$ cat src/rtl/ucsbece154a_memarb_if.sv
// rtl/ucsbece154a_memarb_if.sv - one master's request/response bundle for the memory arbiter
interface ucsbece154a_memarb_if #(
  parameter int AW = 32,
  parameter int DW = 32
);
  logic          req;
  logic          we;
  logic          lock;
  logic [AW-1:0] adr;
  logic [DW-1:0] wd;
  logic          gnt;
  logic          rvalid;
  logic [DW-1:0] rd;

  modport master (output req, we, lock, adr, wd, input gnt, rvalid, rd);
  modport slave  (input req, we, lock, adr, wd, output gnt, rvalid, rd);
endinterface

$ cat src/rtl/ucsbece154a_memarb.sv
// rtl/ucsbece154a_memarb.sv - round-robin two-master arbiter with bounded lock for the unified memory
module ucsbece154a_memarb #(
  parameter int AW      = 32,
  parameter int DW      = 32,
  parameter int MAXLOCK = 8
) (
  input  logic                clk,
  input  logic                reset,
  ucsbece154a_memarb_if.slave m0,
  ucsbece154a_memarb_if.slave m1,
  output logic                mem_we_o,
  output logic [AW-1:0]       mem_adr_o,
  output logic [DW-1:0]       mem_wd_o,
  input  logic [DW-1:0]       mem_rd_i
);
  localparam int CW = $clog2(MAXLOCK + 1);

  logic          last_q, last_d;
  logic          lock_vld_q, lock_vld_d;
  logic          lock_own_q, lock_own_d;
  logic [CW-1:0] lock_cnt_q, lock_cnt_d;
  logic [DW-1:0] rdata_q, rdata_d;
  logic          rv0_q, rv0_d, rv1_q, rv1_d;
  logic          gnt0, gnt1, any_gnt, sel_we, sel_lock;
  logic          own_req, oth_req, force_rel;

  always_ff @(posedge clk or negedge reset) begin
    if (!reset) begin
      last_q     <= 1'b1;
      lock_vld_q <= 1'b0;
      lock_own_q <= 1'b0;
      lock_cnt_q <= '0;
      rdata_q    <= '0;
      rv0_q      <= 1'b0;
      rv1_q      <= 1'b0;
    end else begin
      last_q     <= last_d;
      lock_vld_q <= lock_vld_d;
      lock_own_q <= lock_own_d;
      lock_cnt_q <= lock_cnt_d;
      rdata_q    <= rdata_d;
      rv0_q      <= rv0_d;
      rv1_q      <= rv1_d;
    end
  end

  always_comb begin
    own_req   = lock_own_q ? m1.req : m0.req;
    oth_req   = lock_own_q ? m0.req : m1.req;
    // A saturated lock yields only when someone is actually waiting for it.
    force_rel = lock_vld_q && (lock_cnt_q >= CW'(MAXLOCK)) && oth_req;
    gnt0      = 1'b0;
    gnt1      = 1'b0;
    if (reset) begin
      if (lock_vld_q && own_req && !force_rel) begin
        gnt1 = lock_own_q;
        gnt0 = !lock_own_q;
      end else if (lock_vld_q && oth_req) begin
        gnt1 = !lock_own_q;
        gnt0 = lock_own_q;
      end else if (m0.req && m1.req) begin
        gnt1 = !last_q;
        gnt0 = last_q;
      end else begin
        gnt0 = m0.req;
        gnt1 = m1.req;
      end
    end

    any_gnt   = gnt0 | gnt1;
    sel_we    = gnt1 ? m1.we   : m0.we;
    sel_lock  = gnt1 ? m1.lock : m0.lock;
    mem_adr_o = gnt1 ? m1.adr  : m0.adr;
    mem_wd_o  = gnt1 ? m1.wd   : m0.wd;
    mem_we_o  = any_gnt & sel_we;

    last_d     = any_gnt ? gnt1 : last_q;
    lock_vld_d = 1'b0;
    lock_own_d = lock_own_q;
    lock_cnt_d = '0;
    if (any_gnt && sel_lock) begin
      lock_vld_d = 1'b1;
      lock_own_d = gnt1;
      if (lock_vld_q && (lock_own_q == gnt1))
        lock_cnt_d = (lock_cnt_q >= CW'(MAXLOCK)) ? lock_cnt_q : lock_cnt_q + CW'(1);
      else
        lock_cnt_d = CW'(1);
    end

    rdata_d = (any_gnt && !sel_we) ? mem_rd_i : rdata_q;
    rv0_d   = gnt0 & !m0.we;
    rv1_d   = gnt1 & !m1.we;
  end

  assign m0.gnt    = gnt0;
  assign m1.gnt    = gnt1;
  assign m0.rvalid = rv0_q;
  assign m1.rvalid = rv1_q;
  assign m0.rd     = rdata_q;
  assign m1.rd     = rdata_q;
endmodule
$ cat src/flat_wrapper.sv
// flat-port wrapper written by rule: the top's interface ports become plain ports
module ucsbece154a_memarb_flat 
#(
  parameter int AW      = 32,
  parameter int DW      = 32,
  parameter int MAXLOCK = 8
)
  (clk, reset, mem_we_o, mem_adr_o, mem_wd_o, mem_rd_i, m0_req, m0_we, m0_lock, m0_adr, m0_wd, m0_gnt, m0_rvalid, m0_rd, m1_req, m1_we, m1_lock, m1_adr, m1_wd, m1_gnt, m1_rvalid, m1_rd);
  ucsbece154a_memarb_if #(.AW(AW), .DW(DW)) m0_i ();
  ucsbece154a_memarb_if #(.AW(AW), .DW(DW)) m1_i ();
  input  logic clk;
  input  logic reset;
  output logic mem_we_o;
  output logic [AW-1:0] mem_adr_o;
  output logic [DW-1:0] mem_wd_o;
  input  logic [DW-1:0] mem_rd_i;
  input wire logic [$bits(m0_i.req)-1:0] m0_req;
  input wire logic [$bits(m0_i.we)-1:0] m0_we;
  input wire logic [$bits(m0_i.lock)-1:0] m0_lock;
  input wire logic [$bits(m0_i.adr)-1:0] m0_adr;
  input wire logic [$bits(m0_i.wd)-1:0] m0_wd;
  output wire logic [$bits(m0_i.gnt)-1:0] m0_gnt;
  output wire logic [$bits(m0_i.rvalid)-1:0] m0_rvalid;
  output wire logic [$bits(m0_i.rd)-1:0] m0_rd;
  input wire logic [$bits(m1_i.req)-1:0] m1_req;
  input wire logic [$bits(m1_i.we)-1:0] m1_we;
  input wire logic [$bits(m1_i.lock)-1:0] m1_lock;
  input wire logic [$bits(m1_i.adr)-1:0] m1_adr;
  input wire logic [$bits(m1_i.wd)-1:0] m1_wd;
  output wire logic [$bits(m1_i.gnt)-1:0] m1_gnt;
  output wire logic [$bits(m1_i.rvalid)-1:0] m1_rvalid;
  output wire logic [$bits(m1_i.rd)-1:0] m1_rd;
  assign m0_i.req = m0_req;
  assign m0_i.we = m0_we;
  assign m0_i.lock = m0_lock;
  assign m0_i.adr = m0_adr;
  assign m0_i.wd = m0_wd;
  assign m0_gnt = m0_i.gnt;
  assign m0_rvalid = m0_i.rvalid;
  assign m0_rd = m0_i.rd;
  assign m1_i.req = m1_req;
  assign m1_i.we = m1_we;
  assign m1_i.lock = m1_lock;
  assign m1_i.adr = m1_adr;
  assign m1_i.wd = m1_wd;
  assign m1_gnt = m1_i.gnt;
  assign m1_rvalid = m1_i.rvalid;
  assign m1_rd = m1_i.rd;
  ucsbece154a_memarb #(.AW(AW), .DW(DW), .MAXLOCK(MAXLOCK)) u_core (.clk(clk), .reset(reset), .m0(m0_i), .m1(m1_i), .mem_we_o(mem_we_o), .mem_adr_o(mem_adr_o), .mem_wd_o(mem_wd_o), .mem_rd_i(mem_rd_i));
endmodule
$ cat config.mk
export PLATFORM = sky130hd
export DESIGN_NAME = ucsbece154a_memarb_flat
export DESIGN_NICKNAME = d
export VERILOG_FILES = /design/src/rtl/ucsbece154a_memarb_if.sv /design/src/rtl/ucsbece154a_memarb.sv /design/src/flat_wrapper.sv
export SDC_FILE = /design/constraint.sdc
export NUM_CORES = 1
export LEC_CHECK = 0
export BUFFER_PORTS_ARGS = -buffer_cell sky130_fd_sc_hd__buf_2
export CAP_MARGIN = 30
export CORE_AREA = 5 5 112 114
export DETAILED_ROUTE_END_ITERATION = 10
export DIE_AREA = 0 0 117 119
export GPL_TIMING_DRIVEN = 0
export PLACE_DENSITY = 0.6
export SETUP_SLACK_MARGIN = 0.05
export SYNTH_ARGS = -nofsm -noshare
export SYNTH_HDL_FRONTEND = slang
export SYNTH_SLANG_ARGS = --single-unit
$ cat constraint.sdc
create_clock -name clk -period 3.1 [get_ports clk]
set_clock_uncertainty 0.2 [all_clocks]
set_input_delay 0.31 -clock clk [delete_from_list [all_inputs] [get_ports clk]]
set_output_delay 0.31 -clock clk [all_outputs]
set_load 0.02 [all_outputs]
==> metrics.md, run 1 <==
| Metric | Value |
|---|---|
| Outcome | `finished clean` |
| Synthesized cell area | `2740 um^2` |
| WP buf/inv | `5` |
| Clk slew on worst S/H paths | `roughly 0.060 ns` |
| Latest clock arrival within the worst-skew pair | `0.27 ns` |
| Area Overhead vs Synth | `69.8%` |
| Slew @ Worst Pin | `about 0.47 ns` |
| Critical path endpoint category | `output port` |
| Final Hold Fails | `0` |
| Share of power burned in the clock network | `21.9%` |
| Most frequent CP cell | `buf_2` |
| Setup CP Type | `reg -> out` |
| Drt wl/cell | `about 14 um` |
| DR iter-0 viols | `189` |
| Crit path required time | `2.59 ns` |
| Vias in the first global route | `3444` |
| Slowest stage cell, crit path | `a2111o_1` |
| Initial Util | `24.2%` |
| Clock root cell | `clkbuf_16` |
| TritonCTS clock tree | `built` |
| Synth area leaders | `dfrtp_1 37%, nand2_1 27%, mux2_2 13%, buf_4 8.8%, inv_1 1.4%` |
| Cell family with most CP delay | `buffers and inverters` |
| Port Buffers | `300` |
| Share of post-route cells with drive strength above 1 | `between 50 and 60%` |
| Fillers | `1174` |
| CP max stage delay | `0.46 ns` |
| GP Congestion | `0.837` |
| Layout net count | `around 840` |
| CP startpoint kind | `register` |
| Int Pwr | `0.00166 W` |
| Sink Count | `41` |
| Top post-synthesis cells by count | `195 x nand2_1, 40 x dfrtp_1, 32 x buf_4` |
| DIE WIDTH | `approximately 120 um` |
| Post-synthesis async set-or-reset flop share | `100%` |
| Total Routing Usage GR | `14.8%` |
| Max-slew headroom | `68.7%` |
| Crit path time final | `2.89 ns` |
| # rows | `39` |
| RSZ-0062 raised after global routing | `false` |
| Switching Fraction | `39.1%` |
| Setup WS pre-CTS | `-0.301 ns` |
| WHS | `0.0573 ns` |
| CP Cell Sequence | `buf_2, xnor2_1, a2111o_1, inv_1, buf_4, buf_2, nand2_1, nand2_1, buf_2` |
| Final wirelength | `11.2 mm` |
| Maximum clock rate | `between 0.3 and 0.4 GHz` |
| GRT Residual Overflow | `0` |
| Final ANT Viol Nets | `0` |
| Die footprint | `13900 um^2` |
| Clock Path Buffers | `2` |
| Final setup violation count | `0` |
| EDFF count, synth | `0` |
| Sequential area share after synthesis | `37.5%` |
| Core area | `11300 um^2` |
| CP Max Fanout | `10` |
| Most used DFF post-synth | `dfrtp_1` |
| Syn. warnings | `0` |
| N_diodes | `0` |
| Dpl hpwl | `~9.5 mm` |
| Synth Area per Inst | `7.65 um^2` |
| First-pass GRT wire length | `16.8 mm` |
| Mapped Nets | `528` |
| Initial antenna violation count | `1` |
| Depth of the CTS H-tree | `2` |
| Most common cell in the synthesized netlist | `nand2_1` |
| Synth top area share | `36.5%` |
| Die Y | `119 um` |
| Cell count after synthesis | `358` |
| PnR worst setup slack | `just over 0.2 ns` |
| Combinational power share | `between 50% and 60%` |
| I/O pins | `301` |
| Area leader, netlist | `dfrtp_1` |
| Sequential power share | `28.0%` |
| Maximum vdd drop | `0.385 mV` |
| NetSw | `0.00107 W` |
| Final cycle utilization of the critical path | `93.4%` |
| Critical path data arrival time | `~2.4 ns` |
| HP Class | `in -> reg` |
| Pleak | `2.83 nW` |
| 1st-pass router iterations | `4` |
| Final Max Slew Viols | `0` |
| Number of synthesized register bits | `41` |
| Max_cap viols | `0` |
| # DRC | `0` |
| PD cells | `587 nW/um^2` |
| Vias | `3406` |
| Cell variety after synth | `28` |
| CTS buffer count | `5` |
| Via-to-Cell Ratio | `approximately 4.2` |
| Largest net degree at the start of global routing | `41` |
[cell type report]
class / instances / area (um^2) / share of cell area (%)
Sequential cell: 41 / 1030 / 22.1
Inverter: 10 / 37.5 / 0.807
Timing Repair Buffer: 304 / 1550 / 33.3
Buffer: 50 / 345 / 7.43
Tap cell: 143 / 179 / 3.85
Clock inverter: 2 / 37.5 / 0.807
Clock buffer: 6 / 139 / 2.99
Multi-Input combinational cell: 257 / 1340 / 28.7
[what timing repair did]
action / CTS / global route
pin swaps: 0 / 1
buffers inserted: 0 / 2
gates resized for setup: 4 / 2
setup endpoints to repair: 65 / 49
hold buffers: 2 / 0
endpoints found under the hold margin: 40 / 0
[cell usage in the layout, fill, tap and decap left out, types with 5 or more instances in the layout]
cell type	n
mux2_2	31
buf_4	36
clkbuf_16	5
inv_1	10
dfrtp_1	40
clkbuf_1	5
nand2_1	195
buf_2	305
[cell families (layout without fill, tap and decap cells)]
family	count (synthesis)	in the layout	synth area share, %
adders and majority gates	2	2	0.914
muxes	34	34	13.9
AOI/OAI and AO/OA	11	11	3.56
DFF	41	41	37.5
and+or+nand+nor	206	206	29.1
buffers and inverters	60	372	13.8
xor gates and xnor gates	4	4	1.28
[final timing paths]
path / startpoint / end / slack, ns / cells past startpoint
setup reg to reg: u_core.lock_cnt_q[3]$_DFFE_PN0P_ / u_core.m0.rd[12]$_DFFE_PN0P_ / 0.65 / 7
hold reg to reg: u_core.last_q$_DFFE_PN1P_ / u_core.last_q$_DFFE_PN1P_ / 0.30 / 2
max in group asynchronous: reset / u_core.m0.rd[19]$_DFFE_PN0P_ / 1.95 / 3
min in group asynchronous: reset / u_core.last_q$_DFFE_PN1P_ / 0.52 / 2
setup / recovery: u_core.lock_cnt_q[3]$_DFFE_PN0P_ / mem_adr_o[0] / 0.21 / 9
hold / removal: m0_we / u_core.m0.rvalid$_DFF_PN0_ / 0.06 / 2
[per-layer routing]
metal,GRT usage (%),wire length (um)
met1,17.3,4120
met2,27.0,5770
met3,3.35,1160
met4,3.58,124
met5,0,0
[per-stage QoR]
step	setup TNS (ns)	total power [W]	instances	cell area, um^2	util (%)
after floorplan	0	0.00163	358	2740	-
after global placement	-8.00	0.00212	801	4420	39.0
after detailed placement	-10.11	0.00215	801	4420	39.0
after CTS	0	0.00277	811	4630	40.9
after global routing	0	0.00290	813	4650	41.1
final	0	0.00273	813	4650	41.1
[power by group through the flow]
stage	Sequential, W	Clock [W]	Combinational, W
after floorplan	0.000909	0	0.000718
after global placement	0.000767	0	0.00136
after detailed placement	0.000777	0	0.00137
after CTS	0.000767	0.000621	0.00138
after global routing	0.000784	0.000645	0.00147
final	0.000764	0.000599	0.00137
[registers in the layout, indices dropped and copies added, names as in the netlist]
register / cells
u_core.last_q: 1
u_core.lock_cnt_q: 4
u_core.lock_own_q: 1
u_core.lock_vld_q: 1
u_core.m0.rd: 32
u_core.m0.rvalid: 1
u_core.m1.rvalid: 1
[worst register-to-register path: stages, from the launching register on]
cell and delay (ns):
dfrtp_1 0.35, buf_2 0.17, xnor2_1 0.16, a2111o_1 0.46
buf_4 0.18, o22ai_4 0.26, buf_6 0.20, mux2_2 0.34
No activity file was read; power rests on OpenSTA's default activity.
==> run 2: changes to the inputs <==
- ABC_AREA: unset -> 1
- CELL_PAD_IN_SITES_DETAIL_PLACEMENT: unset -> 1
- CELL_PAD_IN_SITES_GLOBAL_PLACEMENT: unset -> 2
- CORE_AREA: 5 5 112 114 -> unset
- CORE_MARGIN: unset -> 5
- CORE_UTILIZATION: unset -> 15
- DIE_AREA: 0 0 117 119 -> unset
- PLACE_DENSITY: 0.6 -> 0.79
==> metrics.md, run 2 <==
| Metric | Value |
|---|---|
| Outcome | `finished clean` |
| DIE WIDTH | `about 150 um` |
| EDFF count, synth | `0` |
| CP startpoint kind | `register` |
| Initial antenna violation count | `1` |
| GR met3 Demand/Resource | `4.00%` |
| Syn. warnings | `0` |
| Setup TNS Final | `0 ns` |
| PD cells | `831 nW/um^2` |
| Synth area leaders | `nand2_1 36%, dfrtp_1 34%, buf_4 11%, nand3_1 6.7%, buf_2 2.2%` |
| Final Max Slew Viols | `0` |
| Die footprint | `22300 um^2` |
| Via-to-Cell Ratio | `3.83` |
| Crit path required time | `between 2 and 3 ns` |
| Pleak | `3.19 nW` |
| Maximum vdd drop | `0.449 mV` |
| Final setup violation count | `0` |
| Final wirelength | `between 15 and 20 mm` |
| Post-synthesis async set-or-reset flop share | `100%` |
| Max-slew headroom | `70.9%` |
| Most frequent cells in the layout | `310 x buf_2, 281 x nand2_1, 42 x buf_4` |
| Initial Util | `15.1%` |
| Setup CP Type | `reg -> out` |
| # rows | `51` |
| Total Routing Usage GR | `13.2%` |
| Most common cell in the synthesized netlist | `nand2_1` |
| RSZ-0062 raised after global routing | `true` |
| Clock root cell | `clkbuf_16` |
| Cell count after synthesis | `460` |
| Depth of the CTS H-tree | `2` |
| Final Hold Fails | `0` |
| Number of synthesized register bits | `roughly 40` |
| Cell variety after synth | `21` |
| Mapped Nets | `630` |
| Final cycle utilization of the critical path | `92.0%` |
| Sequential area share after synthesis | `35.2%` |
| Core area | `19300 um^2` |
| GRT Residual Overflow | `0` |
| HP Class | `in -> reg` |
| Area leader, netlist | `nand2_1` |
| Gr busiest metal | `met2` |
| Layout net count | `around 940` |
| Share of post-route cells with drive strength above 1 | `48.8%` |
| # DRC | `0` |
| Dpl hpwl | `13.4 mm` |
| Critical path endpoint category | `output port` |
| Maximum clock rate | `0.351 GHz` |
| Final ANT Viol Nets | `0` |
| Die Y | `149 um` |
| Latest clock arrival within the worst-skew pair | `about 0.28 ns` |
| Fillers | `about 2600` |
| N_diodes | `0` |
| CTS buffer count | `5` |
| Vias in the first global route | `4161` |
| DR iter-0 viols | `46` |
| GP Congestion | `0.760` |
| Vias | `3967` |
| Max FFs per register | `32` |
| Drt wl/cell | `15.0 um` |
| Largest net degree at the start of global routing | `30` |
| TritonCTS clock tree | `built` |
| Sink Count | `41` |
| Synth top area share | `36.2%` |
| CP Max Fanout | `10` |
| Clk slew on worst S/H paths | `0.05 ns` |
| I/O pins | `301` |
| Port Buffers | `300` |
| First-pass GRT wire length | `23.4 mm` |
| Final Power | `0.00413 W` |
| Slew @ Worst Pin | `between 0.4 and 0.5 ns` |
| Area Overhead vs Synth | `70.2%` |
| Crit path time final | `2.85 ns` |
| Critical path data arrival time | `2.34 ns` |
| 1st-pass router iterations | `4` |
| Max_cap viols | `0` |
| GR Layer Usage met1 | `between 10% and 20%` |
| Synth Area per Inst | `6.34 um^2` |
| Top post-synthesis cells by count | `281 x nand2_1, 41 x buf_4, 40 x dfrtp_1` |
| Clock Path Buffers | `2` |
| Met2 usage | `approximately a quarter` |
| Most used DFF post-synth | `dfrtp_1` |
| Synthesized cell area | `2920 um^2` |
| Commonest non-fill, non-tap cell in the layout | `buf_2` |
## run 2: cell types whose count changed after synthesis, moves of 3 or more
cell      delta
nand2_1     +86
buf_2        +6
nand3_1     +39
mux2_2      -31
xnor2_1      -3
buf_4        +9
inv_2        +3
clkbuf_1     -7
inv_1        +7
buf_6        -3
nand2_4      +3
## run 2: worst paths after layout
kind | start | depth (start not counted) | slack (ns) | to
min in group asynchronous | reset | 2 | 0.30 | u_core.m0.rd[7]$_DFFE_PN0P_
max in group asynchronous | reset | 3 | 1.89 | u_core.m0.rd[22]$_DFFE_PN0P_
hold / removal | m0_we | 2 | 0.03 | u_core.m0.rvalid$_DFF_PN0_
hold reg to reg | u_core.m0.rd[27]$_DFFE_PN0P_ | 2 | 0.29 | u_core.m0.rd[27]$_DFFE_PN0P_
setup / recovery | u_core.lock_own_q$_DFFE_PN0P_ | 11 | 0.25 | mem_adr_o[17]
setup reg to reg | u_core.lock_own_q$_DFFE_PN0P_ | 10 | 0.95 | u_core.m0.rd[22]$_DFFE_PN0P_
## run 2: worst max-delay path: stages (launching register included)
cell and delay (ns):
dfrtp_1 0.46, inv_2 0.14, nor2_1 0.05, nor2_1 0.15
nand2_1 0.12, nand2_2 0.13, nand3_4 0.18, buf_4 0.24
clkbuf_4 0.20, nand2_1 0.07, nand2_1 0.10, clkbuf_4 0.20
## run 2: layer usage
| metal | wire, um | share of wire, % |
|---|---|---|
| met1 | 6280 | 41 |
| met2 | 7520 | 49 |
| met3 | 1530 | 9.8 |
| met4 | 146 | 0.94 |
| met5 | 15 | 0.097 |
## run 2: through the flow
step           worst slack (ns)  utilization, %  instances  hold slack (ns)  cell area [um^2]
2_1_floorplan              1.01               -        460           -0.186              2920
3_3_place_gp              0.113            24.6       1025            0.277              4750
3_5_place_dp              0.374            24.7       1026           0.0755              4770
4_1_cts                  0.0579            25.6       1035           0.0272              4960
5_1_grt                  0.0495            25.7       1035           0.0232              4960
6_report                  0.248            25.7       1035           0.0268              4960
## run 2: area by class of cell
cell class / instances / area (um^2) / area share, %
multi-input combinational: 344 / 1440 / 29.0
clock inverter: 2 / 37.5 / 0.756
sequential: 41 / 1030 / 20.7
inverter: 20 / 75.1 / 1.51
clock buffer: 6 / 139 / 2.80
timing repair buffer: 302 / 1530 / 30.9
buffer: 55 / 383 / 7.71
tap: 265 / 332 / 6.68
## run 2: power breakdown
part           switching [W]  internal, W
Clock               0.000215     0.000402
Sequential          0.000200     0.000758
Combinational        0.00160     0.000947
## run 2: cells by family after synthesis
logic type                 share of synthesized area, %
and+or+nand+nor                                    47.1
AOI/OAI and AO/OA                                 0.686
adders and majority gates                         0.858
xor gates and xnor gates                          0.601
DFF                                                35.2
buffers and inverters                              15.5
## run 2: repair_timing
action / 4_1_cts / 5_1_grt
hold endpoints to repair: 11 / 0
hold buffers: 1 / 0
resized for setup: 0 / 6
endpoints found under the setup margin: 0 / 10
buffers inserted: 0 / 0
